### src/rtl/fir_coeff_loader.sv
// Coefficient loader for the reconfigurable FIR: streams taps into the banked coefficient RAM and zero-pads unused slots.
// Optional build macro COEFF_SYM_EN: symmetric mode (odd tap count, half supplied, remainder mirrored from a buffer).
//
// state    | meaning
// IDLE     | waiting for iStart
// WAIT_SMP | tap count latched, waiting for the 600 kHz strobe
// FILL     | writing coefficients accepted from the source
// MIRROR   | writing the mirrored half from the buffer (COEFF_SYM_EN only)
// PAD      | writing zeros to the remaining slots
// DONE     | closing the update, one-cycle oDone
module fir_coeff_loader #(
  parameter int P_NUM_BANK   = 4,
  parameter int P_BANK_DEPTH = 10,
  parameter int P_MAX_TAP    = 33
) (
  input  logic        iClk_12M,
  input  logic        iRst,
  input  logic        iEnSample_600k,
  input  logic        iStart,
  input  logic [5:0]  iTapCnt,
  input  logic        iCoeffValid,
  input  logic [15:0] iCoeffData,
  output logic        oCoeffReady,
  output logic        oCoeffiUpdateFlag,
  output logic        oCsnRam,
  output logic        oWrnRam,
  output logic [3:0]  oAddrRam,
  output logic [15:0] oWrDtRam,
  output logic [5:0]  oNumOfCoeff,
  output logic        oBusy,
  output logic        oDone,
  output logic        oErr
);

  localparam logic [5:0] L_NUM_SLOT   = 6'(P_NUM_BANK * P_BANK_DEPTH);
  localparam logic [5:0] L_MAX_TAP    = 6'(P_MAX_TAP);
  localparam logic [3:0] L_BANK_DEPTH = 4'(P_BANK_DEPTH);

`ifdef COEFF_SYM_EN
  typedef enum logic [2:0] {S_IDLE, S_WAIT_SMP, S_FILL, S_MIRROR, S_PAD, S_DONE} state_t;
`else
  typedef enum logic [2:0] {S_IDLE, S_WAIT_SMP, S_FILL, S_PAD, S_DONE} state_t;
`endif

  state_t      state, stateNxt;
  logic [5:0]  tapLat, tapLatNxt;
  logic [5:0]  srcCnt, srcCntNxt;
  logic [5:0]  idx, idxNxt;
  logic [5:0]  accCnt, accCntNxt;
  logic [3:0]  slotAddr, slotAddrNxt;
  logic        readyNxt, flagNxt, csnNxt, wrnNxt, busyNxt, doneNxt, errNxt;
  logic [3:0]  addrNxt;
  logic [15:0] dataNxt;
  logic [5:0]  numNxt;

  logic        tapOk;
  logic [5:0]  srcLoad;
  logic        xfer;
  logic [5:0]  idxInc;
  logic [5:0]  accInc;
  logic [3:0]  addrInc;

  assign xfer    = iCoeffValid & oCoeffReady;
  assign idxInc  = idx + 6'd1;
  assign accInc  = accCnt + 6'd1;
  // slotAddr tracks (idx mod bank depth)+1 without a divider
  assign addrInc = (slotAddr == L_BANK_DEPTH) ? 4'd1 : slotAddr + 4'd1;

`ifdef COEFF_SYM_EN
  assign tapOk   = (iTapCnt != 6'd0) && (iTapCnt <= L_MAX_TAP) && iTapCnt[0];
  assign srcLoad = (iTapCnt + 6'd1) >> 1;

  logic [15:0] symBuf [0:16];
  logic [4:0]  mirIdx;
  assign mirIdx = 5'(tapLat - idxInc);

  always_ff @(posedge iClk_12M) begin
    if (state == S_FILL && xfer) symBuf[5'(idx)] <= iCoeffData;
  end
`else
  assign tapOk   = (iTapCnt != 6'd0) && (iTapCnt <= L_MAX_TAP);
  assign srcLoad = iTapCnt;
`endif

  always_comb begin
    stateNxt    = state;
    tapLatNxt   = tapLat;
    srcCntNxt   = srcCnt;
    idxNxt      = idx;
    accCntNxt   = accCnt;
    slotAddrNxt = slotAddr;
    readyNxt    = 1'b0;
    flagNxt     = oCoeffiUpdateFlag;
    csnNxt      = oCsnRam;
    wrnNxt      = 1'b1;
    addrNxt     = oAddrRam;
    dataNxt     = oWrDtRam;
    numNxt      = oNumOfCoeff;
    busyNxt     = oBusy;
    doneNxt     = 1'b0;
    errNxt      = 1'b0;

    case (state)
      S_IDLE: begin
        if (iStart) begin
          if (tapOk) begin
            tapLatNxt = iTapCnt;
            srcCntNxt = srcLoad;
            busyNxt   = 1'b1;
            stateNxt  = S_WAIT_SMP;
          end else begin
            errNxt = 1'b1;
          end
        end
      end

      S_WAIT_SMP: begin
        if (iEnSample_600k) begin
          stateNxt    = S_FILL;
          flagNxt     = 1'b1;
          csnNxt      = 1'b0;
          readyNxt    = 1'b1;
          idxNxt      = 6'd0;
          accCntNxt   = 6'd0;
          slotAddrNxt = 4'd1;
        end
      end

      S_FILL: begin
        readyNxt = oCoeffReady;
        if (xfer) begin
          wrnNxt      = 1'b0;
          addrNxt     = slotAddr;
          dataNxt     = iCoeffData;
          numNxt      = idx;
          idxNxt      = idxInc;
          slotAddrNxt = addrInc;
          accCntNxt   = accInc;
          readyNxt    = (accInc < srcCnt);
          if (idxInc == L_NUM_SLOT) begin
            readyNxt = 1'b0;
            stateNxt = S_DONE;
          end else if (accInc == srcCnt) begin
            readyNxt = 1'b0;
`ifdef COEFF_SYM_EN
            stateNxt = (srcCnt != tapLat) ? S_MIRROR : S_PAD;
`else
            stateNxt = S_PAD;
`endif
          end
        end
      end

`ifdef COEFF_SYM_EN
      S_MIRROR: begin
        wrnNxt      = 1'b0;
        addrNxt     = slotAddr;
        dataNxt     = symBuf[mirIdx];
        numNxt      = idx;
        idxNxt      = idxInc;
        slotAddrNxt = addrInc;
        if (idxInc == tapLat) stateNxt = (idxInc == L_NUM_SLOT) ? S_DONE : S_PAD;
      end
`endif

      S_PAD: begin
        wrnNxt      = 1'b0;
        addrNxt     = slotAddr;
        dataNxt     = 16'h0000;
        numNxt      = idx;
        idxNxt      = idxInc;
        slotAddrNxt = addrInc;
        if (idxInc == L_NUM_SLOT) stateNxt = S_DONE;
      end

      S_DONE: begin
        flagNxt  = 1'b0;
        csnNxt   = 1'b1;
        numNxt   = tapLat;
        doneNxt  = 1'b1;
        busyNxt  = 1'b0;
        stateNxt = S_IDLE;
      end

      default: stateNxt = S_IDLE;
    endcase
  end

  always_ff @(posedge iClk_12M) begin
    if (iRst) begin
      state             <= S_IDLE;
      tapLat            <= 6'd0;
      srcCnt            <= 6'd0;
      idx               <= 6'd0;
      accCnt            <= 6'd0;
      slotAddr          <= 4'd0;
      oCoeffReady       <= 1'b0;
      oCoeffiUpdateFlag <= 1'b0;
      oCsnRam           <= 1'b1;
      oWrnRam           <= 1'b1;
      oAddrRam          <= 4'd0;
      oWrDtRam          <= 16'h0000;
      oNumOfCoeff       <= 6'd0;
      oBusy             <= 1'b0;
      oDone             <= 1'b0;
      oErr              <= 1'b0;
    end else begin
      state             <= stateNxt;
      tapLat            <= tapLatNxt;
      srcCnt            <= srcCntNxt;
      idx               <= idxNxt;
      accCnt            <= accCntNxt;
      slotAddr          <= slotAddrNxt;
      oCoeffReady       <= readyNxt;
      oCoeffiUpdateFlag <= flagNxt;
      oCsnRam           <= csnNxt;
      oWrnRam           <= wrnNxt;
      oAddrRam          <= addrNxt;
      oWrDtRam          <= dataNxt;
      oNumOfCoeff       <= numNxt;
      oBusy             <= busyNxt;
      oDone             <= doneNxt;
      oErr              <= errNxt;
    end
  end

endmodule
### config.mk
export PLATFORM = sky130hd
export DESIGN_NAME = fir_coeff_loader
export DESIGN_NICKNAME = d
export VERILOG_FILES = /design/src/rtl/fir_coeff_loader.sv
export SDC_FILE = /design/constraint.sdc
export NUM_CORES = 1
export LEC_CHECK = 0
export CAP_MARGIN = 5
export CORE_AREA = 4 4 82 84
export CTS_CLUSTER_SIZE = 10
export DETAILED_ROUTE_END_ITERATION = 10
export DIE_AREA = 0 0 86 88
export PLACE_DENSITY = 0.74
export SLEW_MARGIN = 20
export SYNTH_ARGS = -nofsm -noshare
export SYNTH_HDL_FRONTEND = slang
export SYNTH_SLANG_ARGS = --single-unit
### constraint.sdc
create_clock -name iClk_12M -period 1.7 [get_ports iClk_12M]
set_input_delay 0.34 -clock iClk_12M [delete_from_list [all_inputs] [get_ports iClk_12M]]
set_output_delay 0.34 -clock iClk_12M [all_outputs]
set_load 0.02 [all_outputs]
==> After elaboration in Yosys (flattened, before gate mapping) <==
Index checks and enable logic that the tools add are counted.
{ "op_classes": {"addsub": 3, "n_lt_le_gt_ge": 2, "n_eq_ne": 13, "mux": 39, "bitwise": 3, "reduce_logical": 18} }
{ "op_table": {"columns": ["operator", "count"], "rows": [
  ["6-bit one-hot mux with 3 select lines", 2],
  ["16-bit one-hot mux with 2 select lines", 1],
  ["6-bit two-way mux", 4],
  ["3-bit two-way mux", 7],
  ["16-bit two-way mux", 1],
  ["4-bit two-way mux", 4],
  ["6-bit by 1-bit adder with 6-bit output, second input constant", 2],
  ["3-bit one-hot mux with 4 select lines", 1],
  ["4-bit one-hot mux with 3 select lines", 1],
  ["6-bit one-hot mux with 2 select lines", 1],
  ["3-bit AND reduction", 4],
  ["1-bit two-way mux", 11],
  ["2-bit inequality test, second input constant", 5],
  ["1-bit one-hot mux with 2 select lines", 5],
  ["4-bit one-hot mux with 2 select lines", 1],
  ["2-bit nonzero test", 4],
  ["3-bit by 2-bit equality test with 1-bit output, second input constant", 2],
  ["6-bit equality test", 1],
  ["6-bit equality test, second input constant", 1],
  ["6-bit <= comparator, second input constant", 1],
  ["6-bit less-than comparator", 1],
  ["2-bit AND reduction", 3],
  ["6-bit AND reduction", 1],
  ["3-bit nonzero test", 2],
  ["11 further kinds", 12]
]} }
{ "word_totals": {"register_bits": 58, "in_bits": 27, "out_inout_bits": 33} }

==> Depth between registers and ports, before layout <==
Gate-level depths: netlist of run 1.
{ "depth": {"word_depth": 6, "ltp_mapped": 8, "mapped_depth_nobuf": 8} }

==> Worst setup path before layout of run 1 <==
OpenSTA, ideal clock, no wires.
{ "synth_timing": {"path_kind": "reg-to-reg", "startpoint": "register accCnt[0]", "endpoint": "register state[0]", "setup_time_ns": 0.070, "t_arrival_ns": 1.808, "slack_ns": -0.178, "stages_incl_launch_ff": 9, "path_buffers": 0, "period_less_slack_ns": 1.878, "path_cell_list": "dfxtp_1 ha_1 nand3_1 xnor2_1 ha_1 nand4_1 o21a_1 a221o_1 a21oi_1"} }
{ "synth_via": {"elab_chain_len": 4} }
{ "synth_rtl": {"columns": ["item", "line", "rtl"], "rows": [
  ["start, declared", "49", "logic [5:0] accCnt, accCntNxt;"],
  ["start signal, assigned", "212", "accCnt <= accCntNxt;"],
  ["6-bit by 1-bit adder with 6-bit output", "65", "assign accInc = accCnt + 6'd1;"],
  ["6-bit equality test", "143", "end else if (accInc == srcCnt) begin"],
  ["3-bit inequality test (no source line)", null, null],
  ["6-bit AND reduction (no source line)", null, null],
  ["end signal, assigned", "208", "state <= stateNxt;"],
  ["end, declared", "45", "state_t state, stateNxt;"]
]} }
No other way between the ends.
A chain may end at the register's enable or synchronous reset.

==> Final worst setup path of run 1 <==
{ "layout_timing": {"startpoint": "register accCnt[1]", "endpoint": "register state[0]"} }
Same word-level chain as after synthesis.

==> results.md, run 1 <==
* Top cells by area, synth: dfxtp_1 44%, nand2_1 8.8%, a21oi_1 7.0%
* Mapped Cells at around 310
* Crit-path slowest cell: dfxtp_4
* Post-place setup slack at -0.512 ns
* CP peak stage delay at between 0.3 and 0.4 ns
* Slew headroom at 0.702
* Gr usage total at 0.186
* CTS tree: done
* Critical path depth in cells at 8
* Synth unique cells at 46
* Initial antenna violation count at 0
* Setup Fix Bufs, Post-CTS at 0
* Failing checks: setup timing
* Routed WL at roughly 6700 um
* Final Hold Vio Count at 0
* Fraction of layout cells with a size suffix above 1 at 0.193
* Critical Path RT at slightly below 2 ns
* Via count at 2507
* Synth Net Count at 348
* Total chip power at 0.00348 W
* Maximum vdd drop at a little over 0.6 mV
* Routed met3 length at around 310 um
* Final nets at 441
* Worst-path clk slew at ~0.080 ns
* Multi-input logic area at 0.00144 mm2
* Initial DRC count at 63
* Crit-path max FO at 4
* Top FF cell, synth: dfxtp_1
* H-tree levels at 3
* Vias per inst at a little over 5
* Skew final at 0.0105 ns
* CORE AREA at 0.00592 mm2
* Final Critical Period at ~1.8 ns
* Top Metal Used: met4
* Top Ports at 60
* FFs w/ async S/R, synth at 0
* Worst Max-Slew Pin Slew at between 0.4 and 0.5 ns
* HP Class: in2reg
* Cell Area, Synth at 0.00266 mm2
* Fmax at roughly 540 MHz
* Die Area at 0.00757 mm2
* Lkg Pwr at 1.49 nW
* Critical Path Source Type: flop
* Worst setup margin at -0.137 ns
* Die H at around 88 um
* Starting Density at 0.449
* Routed length per instance at 13.8 um
* CP Launch Point: accCnt[1]
* DP Wirelength at 4800 um
* Maxcap violations at 0
* RSZ-0062 raised after global routing: yes
* Flop and latch count out of synthesis at 58
* Clk root buf: clkbuf_8
* Top cell type's share of synthesized area at 0.437
* FP Rows at 28
* Most frequent cells in the layout: 62 x nand2_1, 54 x dfxtp_1, 54 x clkdlybuf4s50_1, 37 x a21oi_1, 35 x buf_4
* R2R Path Start: accCnt[1]
* Worst skew pair latency at 0.34 ns
* Fin crit share at 1.08
* Commonest non-fill, non-tap cell in the layout: nand2_1
* Crit-path cells: ha_4, nand3_4, xnor2_2, ha_1, nand4_1, o21a_1, a221o_1, a21oi_1
* Outcome: finished with violations
* First-pass detailed-route iteration total at 4
* Placed cell areas at 0.00359 mm2
* R2R setup slack at -0.14 ns
* WL met2 at approximately 3300 um
* Yosys warns at 0
* Top Family by Delay on Critical Path: compound AO/OA/AOI/OAI gates
* Register-to-Register Path Depth at 8
* Max clock buf depth at 2
* Power per cell area at 896 mW/mm2
* M1 WL at 2960 um
* Largest net degree at the start of global routing at 25
* Fin cells at between 400 and 500
* Post-DRT Antenna Nets at 0
* GR Overflow Total at 0
* Port-buffer cells at 59
* Antenna fix cells at 0
* Worst setup path class: reg2reg
* Final routed DRC violation total at 0
* First-pass GRT wire length at 11100 um
* Fillers at 473
* Hold_buf cts at 0
* Register area at 0.00117 mm2
* Post-synthesis sequential area ratio at 0.437
* Number of enable flip-flop cells after synthesis at 0
* FF-to-FF End: state[0]
* Worst Path Arrival at 2.11 ns
* Fin. max-slew vios at 0
* Post-Layout Inst Area at 0.00388 mm2
* CP Capture Type: flop
* Setup-failing EPs final at 2
* CTS Sinks at 58
* Layout area overhead at 46.0%
* Avg Cell Area, Syn at 8.55 um2
* Dpl cells at 468
* Inserted Clock Buffers at 9
* Width of the chip at 86 um
* Bufs and invs on worst path at 0
* Vias in the first global route at around 2400
* Gpl congestion at 0.784
* Critical Path End: state[0]
* Most area-hungry cell type in the Yosys netlist: dfxtp_1
-- cells in the mapped netlist, drive strengths merged (2+ instances only) --
| cell type | count |
|---|---|
| nand2 | 64 |
| dfxtp | 58 |
| a21oi | 38 |
| nor2 | 32 |
| buf | 10 |
| ha | 10 |
| o21ai | 10 |
| inv | 8 |
| mux2i | 7 |
| a21o | 6 |
| a311oi | 6 |
| nand3 | 6 |
| nor2b | 6 |
| a211oi | 5 |
| clkbuf | 5 |
| xor2 | 4 |
| a22oi | 3 |
| nand4 | 3 |
| nor3 | 3 |
| nor4 | 3 |
| a21boi | 2 |
| nand3b | 2 |
| nand4b | 2 |
| nor3b | 2 |
| o21a | 2 |
| o21bai | 2 |
| or3 | 2 |
| xnor2 | 2 |
-- per-layer routing --
| layer | GRT usage | vias to the layer above |
|---|---|---|
| met5 | 0 | - |
| met4 | 0.0906 | 0 |
| met3 | 0.0376 | 8 |
| met2 | 0.322 | 60 |
| met1 | 0.220 | 1171 |
| li1 | - | 1268 |
-- kinds of logic after synthesis --
| kind of cell | Yosys count | share of synthesized area |
|---|---|---|
| AND/OR/NAND/NOR | 127 | 0.228 |
| AO/OA/AOI/OAI | 80 | 0.193 |
| flip-flops | 58 | 0.437 |
| buffers and inverters | 23 | 0.0494 |
| adder cells (fa/ha/maj) | 10 | 0.0471 |
| multiplexers | 7 | 0.0264 |
| XOR/XNOR | 6 | 0.0198 |
-- worst min-delay path by stage --
stage                 from          end  slack [ns]  cells after the start
5_1_grt         iTapCnt[1]    srcCnt[1]        0.47                      4
6_report        iTapCnt[1]    srcCnt[1]        0.45                      4
4_1_cts        oWrDtRam[1]  oWrDtRam[1]        0.46                      2
3_3_place_gp   oWrDtRam[7]  oWrDtRam[7]        0.44                      2
2_1_floorplan  slotAddr[3]  oAddrRam[3]        0.46                      2
3_5_place_dp   oWrDtRam[1]  oWrDtRam[1]        0.45                      2
-- layout make-up --
type | instances | share of cell area
Clock buffer | 10 | 0.0384
Sequential cell | 58 | 0.302
Inverter | 8 | 0.00774
Multi-Input combinational cell | 230 | 0.371
Clock inverter | 6 | 0.0245
Tap cell | 75 | 0.0242
Timing Repair Buffer | 97 | 0.233
-- tightest hold or removal path, cell delays in order --
cell and delay (ns):
dlymetal6s2s_1 0.15, buf_4 0.13, mux2i_1 0.05, nor2_1 0.08
-- power breakdown --
part	total (W)	leakage, nW	switching [W]	internal, W
sequential	0.00144	0.472	0.0000411	0.00140
clock	0.00152	0.122	0.000594	0.000926
combinational	0.000517	0.893	0.000256	0.000261
total	0.00348	1.49	0.000891	0.00259
-- registers in the layout (all words and copies together) (netlist names) --
signal	count
oWrnRam	1
slotAddr	4
oCoeffiUpdateFlag	1
srcCnt	6
oCoeffReady	1
oDone	1
idx	6
oWrDtRam	16
oNumOfCoeff	6
state	3
oAddrRam	4
accCnt	6
oErr	1
oCsnRam	1
oBusy	1
-- per-stage QoR --
stage          hold slack [ns]  TNS [ns]  utilization
2_1_floorplan            0.457  -0.00343            -
3_3_place_gp             0.444     -4.32        0.607
3_5_place_dp             0.450     -4.72        0.607
4_1_cts                  0.460    -0.190        0.654
5_1_grt                  0.466    -0.438        0.656
6_report                 0.451    -0.171        0.656
-- timing repair --
action	4_1_cts	5_1_grt
pin swaps	9	3
gates resized for setup	14	3
setup endpoints to repair	9	10
No activity file was read; power rests on OpenSTA's default activity.
==> run 2, diff against run 1 <==
==> constraint.sdc (replaced) <==
create_clock -name iClk_12M -period 1.7 [get_ports iClk_12M]
set_input_delay 0.17 -clock iClk_12M [delete_from_list [all_inputs] [get_ports iClk_12M]]
set_output_delay 0.17 -clock iClk_12M [all_outputs]
set_load 0.02 [all_outputs]
==> run 2 against run 1 <==
  * The flow still finishes with violations (setup timing)
  * Sequential power about the same
  * Sequential cell count stayed put
  * Cell count is 1.7% lower
  * Via count down 2.6%
  * Global-route usage down 0.51 points
  * Wire length shrank 3.8%
  * Critical path type unchanged
  * Critical endpoint unchanged
  * Largest power group unchanged
==> results.md, run 2 (synthesized netlist as in run 1, its figures left out) <==
* CTS tree: done
* Crit-path max FO at 3 (-1)
* Post-place setup slack at -0.330 ns (+0.182 ns)
* HP Class: in2reg
* Commonest non-fill, non-tap cell in the layout: nand2_1
* R2R Path Start: accCnt[1]
* Lkg Pwr at 1.49 nW (+0.50%)
* Fin crit share at 1.05 (-0.0264)
* Vias per inst at 5.13 (-0.96%)
* Post-Layout Inst Area at 0.00383 mm2 (-1.3%)
* Final nets at 433 (-1.8%)
* Fmax at 558 MHz (+2.5%)
* Worst-path clk slew at 0.07 ns (about the same)
* First-pass detailed-route iteration total at 4 (unchanged)
* Gr usage total at 0.181 (-0.00515)
* Hold_buf cts at 0 (unchanged)
* Die Area at 0.00757 mm2 (unchanged)
* Multi-input logic area at 0.00144 mm2 (-0.26%)
* Skew final at 0.00963 ns (-0.000820 ns)
* First-pass GRT wire length at 10800 um (-2.4%)
* Most frequent cells in the layout: 62 x nand2_1, 57 x clkdlybuf4s50_1, 54 x dfxtp_1, 37 x a21oi_1, 30 x nor2_1
* Die H at 88 um (unchanged)
* Initial antenna violation count at 0 (unchanged)
* WHS Endpoint: srcCnt[4]
* FP Rows at 28 (unchanged)
* Final routed DRC violation total at 0 (unchanged)
* Register area at 0.00117 mm2 (unchanged)
* Maximum vdd drop at 0.887 mV (+47%)
* Critical Path RT at 1.98 ns (about the same)
* Crit-path slowest cell: dfxtp_4
* Max clock buf depth at 2 (unchanged)
* Outcome: finished with violations
* Worst skew pair latency at 0.34 ns (about the same)
* Failing checks: setup timing
* Worst setup path class: reg2reg
* CP Capture Type: flop
* Routed length per instance at 13.5 um (-2.2%)
* Worst Hold Depth at 4 (unchanged)
* Register-to-Register Path Depth at 8 (unchanged)
* H-tree levels at 3 (unchanged)
* Placed cell areas at 0.00352 mm2 (-2.2%)
* CTS Sinks at 58 (unchanged)
* Fillers at 485 (+2.5%)
* Initial DRC count at 94 (+49%)
* RSZ-0062 raised after global routing: yes
* Setup TNS at -0.145 ns (+0.0256 ns)
* CP peak stage delay at 0.37 ns (about the same)
* Post-DRT Antenna Nets at 0 (unchanged)
* Largest register FFs at 16 (unchanged)
* DP Wirelength at 4540 um (-5.4%)
* Top Ports at 60 (unchanged)
* Clk root buf: clkbuf_8
* Maxcap violations at 0 (unchanged)
* Vias in the first global route at 2397 (-2.0%)
* Final Critical Period at 1.79 ns (-0.0450 ns)
* Worst Max-Slew Pin Slew at 0.452 ns (+0.00598 ns)
* Antenna fix cells at 0 (unchanged)
* Worst Path Arrival at 2.07 ns (-0.04 ns)
* R2R setup slack at -0.09 ns (+0.04 ns)
* Power per cell area at 891 mW/mm2 (-0.60%)
* Largest net degree at the start of global routing at 38 (+52%)
* Routed WL at 6410 um (-3.8%)
* Starting Density at 0.449 (unchanged)
* Inserted Clock Buffers at 9 (unchanged)
* Layout area overhead at 44.1%
* FF-to-FF End: state[0]
* GR Overflow Total at 0 (unchanged)
* Crit-path cells: ha_4, nand3_4, xnor2_2, ha_1, nand4_1, o21a_1, a221o_1, a21oi_1
* Worst setup margin at -0.0925 ns (+0.0450 ns)
* Setup-failing EPs final at 2 (unchanged)
* Worst Hold Launch: iTapCnt[4]
* Fin. max-slew vios at 0 (unchanged)
* Final Hold Vio Count at 0 (unchanged)
* Fraction of layout cells with a size suffix above 1 at 0.175 (-0.0186)
* Slew headroom at 0.698 (-0.00357)
* Via count at 2442 (-2.6%)
* Width of the chip at 86 um (unchanged)
* Port-buffer cells at 59 (unchanged)
* Critical Path Source Type: flop
* Hold WS at 0.243 ns (-0.208 ns)
* CORE AREA at 0.00592 mm2 (unchanged)
* Gpl congestion at 0.799 (+2.0%)
* Top reg by flops: oWrDtRam
-- run 2: cell types whose count changed in the layout (fill, tap and decap cells not counted), moves of 3 or more --
| cell | change |
|---|---|
| buf_4 | -9 |
| clkbuf_8 | +3 |
| clkdlybuf4s50_1 | +3 |
| clkinv_4 | -3 |
| dlygate4sd2_1 | -3 |
-- run 2: layer usage --
| metal | track usage | vias to the layer above | wire (um) |
|---|---|---|---|
| li1 | - | 1256 | - |
| met1 | 0.207 | 1129 | 2810 |
| met2 | 0.317 | 49 | 3140 |
| met3 | 0.0668 | 8 | 382 |
| met4 | 0.0518 | 0 | 76 |
| met5 | 0 | - | 0 |
-- run 2: cell type report --
class	instances	area share
inverter	8	0.00784
tap	75	0.0245
clock buffer	12	0.0431
sequential	58	0.306
timing repair buffer	89	0.225
clock inverter	4	0.0189
multi-input combinational	230	0.375
-- run 2: stage by stage --
step           power (W)  std cells   util
2_1_floorplan    0.00175        311      -
4_1_cts          0.00343        476  0.642
3_3_place_gp     0.00194        458  0.594
6_report         0.00341        476  0.647
3_5_place_dp     0.00195        458  0.594
5_1_grt          0.00356        476  0.647
-- run 2: worst max-delay path: cells and delay by family, from the launching register on --
| kind | cells | cell delay, ns |
|---|---|---|
| xor gates and xnor gates | 1 | 0.15 |
| adders and majority gates | 2 | 0.46 |
| AOI/OAI and AO/OA | 3 | 0.59 |
| DFF | 1 | 0.37 |
| and+or+nand+nor | 2 | 0.17 |
-- run 2: worst max-delay path by stage --
stage / startpoint / slack [ns] / to / cells after the start
after floorplan: accCnt[1] / 0.01 / state[0] / 8
after global placement: iTapCnt[1] / -0.29 / srcCnt[4] / 7
after detailed placement: iTapCnt[2] / -0.33 / srcCnt[2] / 7
after CTS: accCnt[0] / -0.09 / state[0] / 8
after global routing: accCnt[1] / -0.21 / state[0] / 8
final: accCnt[1] / -0.09 / state[0] / 8
-- run 2: repair_timing --
item                       in CTS  in global routing
cloned                          0                  0
setup endpoints to repair       2                 11
resized for setup               6                  7
buffers inserted                2                  0
pin swaps                       4                  5
-- run 2: power by group --
part	internal, W	total (W)	switching (W)
sequential	0.00140	0.00146	0.0000558
clock	0.000942	0.00148	0.000542
combinational	0.000239	0.000471	0.000232
total	0.00258	0.00341	0.000829
